<file path="src/rtl/demux8_deser.sv">
// Serial-to-parallel deserializer: collects 8 accepted bits LSB-first and presents
// the word on Y with a valid/ready output register that can hold one pending word.
module demux8_deser (
  input  logic       clk,
  input  logic       reset,
  input  logic       D,
  input  logic       in_valid,
  output logic       in_ready,
  output logic [7:0] Y,
  output logic       out_valid,
  input  logic       out_ready,
  output logic [2:0] sel
);

  // Handshake: a transfer happens on a rising clk edge where valid and ready are
  // both 1; valid never waits on ready, and ready may depend combinationally on valid
  // only on the output side (in_ready looks at out_ready, never at in_valid).

  // Output register state; out_valid is the externally visible encoding of it.
  typedef enum logic {
    EMPTY = 1'b0,
    FULL  = 1'b1
  } state_t;

  state_t     state, state_next;
  logic [7:0] assy, assy_next;
  logic [7:0] y_next;
  logic [2:0] sel_next;
  logic       in_xfer;
  logic       out_xfer;
  logic       complete;

  assign in_xfer  = in_valid & in_ready;
  assign out_xfer = out_valid & out_ready;
  assign complete = in_xfer & (sel == 3'd7);

  // State register plus datapath registers.
  always_ff @(posedge clk or posedge reset) begin
    if (reset) begin
      state <= EMPTY;
      sel   <= 3'd0;
      assy  <= 8'h00;
      Y     <= 8'h00;
    end else begin
      state <= state_next;
      sel   <= sel_next;
      assy  <= assy_next;
      Y     <= y_next;
    end
  end

  // Next-state logic for the output register.
  always_comb begin
    state_next = state;
    case (state)
      EMPTY: if (complete) state_next = FULL;
      FULL:  if (out_xfer && !complete) state_next = EMPTY;
      default: state_next = EMPTY;
    endcase
  end

  // Datapath next values: slot write, slot counter, and word load.
  always_comb begin
    assy_next = assy;
    sel_next  = sel;
    y_next    = Y;
    if (in_xfer) begin
      assy_next[sel] = D;
      sel_next       = sel + 3'd1;
    end
    // The last bit bypasses the assembly register so the word is ready one cycle later.
    if (complete) y_next = {D, assy[6:0]};
  end

  // Outputs: only the final slot can stall, and only while the pending word is unconsumed.
  always_comb begin
    out_valid = (state == FULL);
    in_ready  = !((sel == 3'd7) && (state == FULL) && !out_ready);
  end

endmodule

</file>
<file path="config.mk">
export PLATFORM = sky130hd
export DESIGN_NAME = demux8_deser
export DESIGN_NICKNAME = d
export VERILOG_FILES = /design/src/rtl/demux8_deser.sv
export SDC_FILE = /design/constraint.sdc
export NUM_CORES = 1
export LEC_CHECK = 0
export BUFFER_PORTS_ARGS = -buffer_cell sky130_fd_sc_hd__buf_2
export CAP_MARGIN = 20
export CORE_UTILIZATION = 51
export DETAILED_ROUTE_END_ITERATION = 8
export HOLD_SLACK_MARGIN = 0.06
export PLACE_DENSITY_LB_ADDON = 0.2
export SYNTH_ARGS = -nofsm -noshare
export SYNTH_HDL_FRONTEND = slang
export SYNTH_SLANG_ARGS = --single-unit
</file>
<file path="constraint.sdc">
create_clock -name clk -period 1.7 [get_ports clk]
set_input_delay 0.085 -clock clk [delete_from_list [all_inputs] [get_ports clk]]
set_output_delay 0.085 -clock clk [all_outputs]
set_load 0.1 [all_outputs]
</file>
==> impl_metrics.json <==
{
  "status": "finished, final reports clean",
  "grtUsageMet1_pct": 25.6,
  "maxSlewViolCount": 0,
  "post-route-drc-count": 0,
  "netlist_instances": 58,
  "clk_latency_ns": 0.28,
  "crit_path_max_incr_delay_ns": 0.44,
  "via_per_inst": 5.34,
  "drt_pass1_iterations": 4,
  "use_met2_pct": 25.8,
  "arrival_ns": 1.74,
  "numPortBuffers": 17,
  "hold-worst-slack_ns": 0.107,
  "crit_path_start_kind": "flip-flop",
  "dpl_cell_area_um2": 1050,
  "ys_ff_latch": 19,
  "postRouteAntennaNets": 0,
  "clock_skew_ns": 0.00165,
  "clock.fmax_mhz": 642,
  "antenna_found_initial": 0,
  "postSynthAreaPerCell_um2": 14.6,
  "grt_setup_unrepaired": "false",
  "vias": 529,
  "crit_family": "flip-flops",
  "overflow": 0,
  "synth_seq_area_share_pct": 56.1,
  "drv_cap": 0,
  "syn_to_final_growth_pct": 29.7,
  "post_cts_buffers": 0,
  "path_clk_slew_ns": 0.10,
  "crit_buf_inv": 0,
  "layout-drive-gt1-share_pct": 60.2,
  "diodes": 0,
  "setup_viol": 0,
  "instances_no_fill": 99,
  "grt_max_degree": 20,
  "hold_path_class": "input pin to flip-flop",
  "grt_util_all_layers_pct": 18.0,
  "final_nets": 91,
  "chipHeight_um": 42.8,
  "yosysWarnings": 0,
  "wl_per_cell_um": 14.2,
  "tightestPinTransition_ns": 0.705,
  "core.rowCount": 14,
  "busiest_layer": "met2",
  "finalCritPeriodShare_pct": 91.7,
  "gp_congestion": 0.788,
  "netlist_area_um2": 847,
  "cts_tree": "yes",
  "numCtsBuffers": 3,
  "final_common_cell": "buf_2",
  "post-route-min-period_ns": 1.56,
  "drt_first_iter_violations": 5,
  "cts_root_buf": "clkbuf_4",
  "end_kind": "flip-flop",
  "grt_pass1_vias": 505,
  "die_x_um": 42.8,
  "final_area_um2": 1100,
  "cts_num_sinks": 19,
  "cp_max_fo": 8,
  "finalHoldViolCount": 0,
  "htreeDepth": 1,
  "maxSlewHeadroom_pct": 52.9,
  "ys_types": 17,
  "grt_pass1_wl_um": 2370,
  "crit_type": "flip-flop to flip-flop",
  "cpMostUsedCell": "ha_4",
  "synth_nets": 65,
  "reg2reg_slack_ns": 0.14,
  "cpMaxStageDelayCell": "dfrtp_4",
  "die-area_um2": 1830,
  "most-common-layout-cells": "buf_2 (16), dfrtp_1 (15), mux2_4 (12)",
  "initial_utilization_pct": 55.6,
  "met3_usage_pct": 2.55,
  "placedCellCount": 94,
  "wirelength_um": 1410,
  "cts_buffer_depth": 2,
  "path_cells": "ha_4, ha_4, nand2_1, nor2b_4, mux2_4",
  "required_ns": 1.88,
  "dpl.hpwl_um": 1030,
  "core_area_um2": 1520,
  "pin_count": 18
}
-- cell families (layout without fill, tap and decap cells) --
group | after synthesis | in the layout | synth area share, %
DFF | 19 | 19 | 56.1
adders and majority gates | 2 | 2 | 2.95
xor gates and xnor gates | 1 | 1 | 1.03
buffers and inverters | 2 | 27 | 1.77
and+or+nand+nor | 17 | 17 | 12.0
muxes | 17 | 17 | 26.1
-- synth_stat cells --
master    number  area, um^2
ha_1           2        25.0
and2b_1        1        7.51
nand4_1        4        25.0
mux2_4         8         120
xnor2_1        1        8.76
mux2_1         1        11.3
nand3_1        3        15.0
nand2_1        3        11.3
nor2b_1        2        12.5
nand2b_1       1        6.26
and2b_2        1        8.76
dfrtp_1       19         475
nand3b_2       1        11.3
buf_6          1        11.3
mux2_2         8        90.1
inv_1          1        3.75
nor2_1         1        3.75
-- layout make-up --
type / instances / area [um^2]
Sequential cell: 19 / 488
Fill cell: 105 / 425
Multi-Input combinational cell: 37 / 420
Timing Repair Buffer: 22 / 140
Clock buffer: 4 / 26.3
Tap cell: 16 / 20.0
Inverter: 1 / 3.75
-- per-layer routing --
layer	wire (um)	share of wire [%]	vias to the layer above
li1	-	-	257
met1	694	49	257
met2	648	46	13
met3	49	3.5	2
met4	13	0.92	0
met5	0	0	-
-- stage by stage --
stage	setup WS, ns	TNS (ns)	utilization [%]
detailed placement	-0.266	-2.09	69.2
floorplan	-0.270	-2.27	-
global placement	-0.225	-1.79	69.2
CTS	0.122	0	72.1
finish	0.142	0	72.1
global route	0.0787	0	72.1
-- registers in the layout, indices dropped and copies added, names as in the netlist --
signal,flops
Y,8
assy,7
sel,3
out_valid,1
-- worst paths after layout --
path                                start         to  cells after the start
worst max-delay path               sel[1]       Y[6]                      5
worst min-delay path            out_ready  out_valid                      3
worst max register to register     sel[1]       Y[6]                      5
worst min register to register    assy[3]    assy[3]                      1
max in group asynchronous           reset     sel[1]                      3
min in group asynchronous           reset       Y[3]                      3
-- worst register-to-register path: cells and delay by family, from the launching register on --
kind / cells / cell delay, ns
adders and majority gates: 2 / 0.28
DFF: 1 / 0.44
and+or+nand+nor: 2 / 0.41
muxes: 1 / 0.33
-- what timing repair did --
action | 4_1_cts | 5_1_grt
endpoints found under the hold margin | 19 | 0
hold buffers | 1 | 0
gates resized for setup | 2 | 0
setup endpoints to repair | 8 | 0
Power is left out: the tool's default activity adds up to more than one toggle a clock period on the data nets, which glitch-free logic cannot reach.
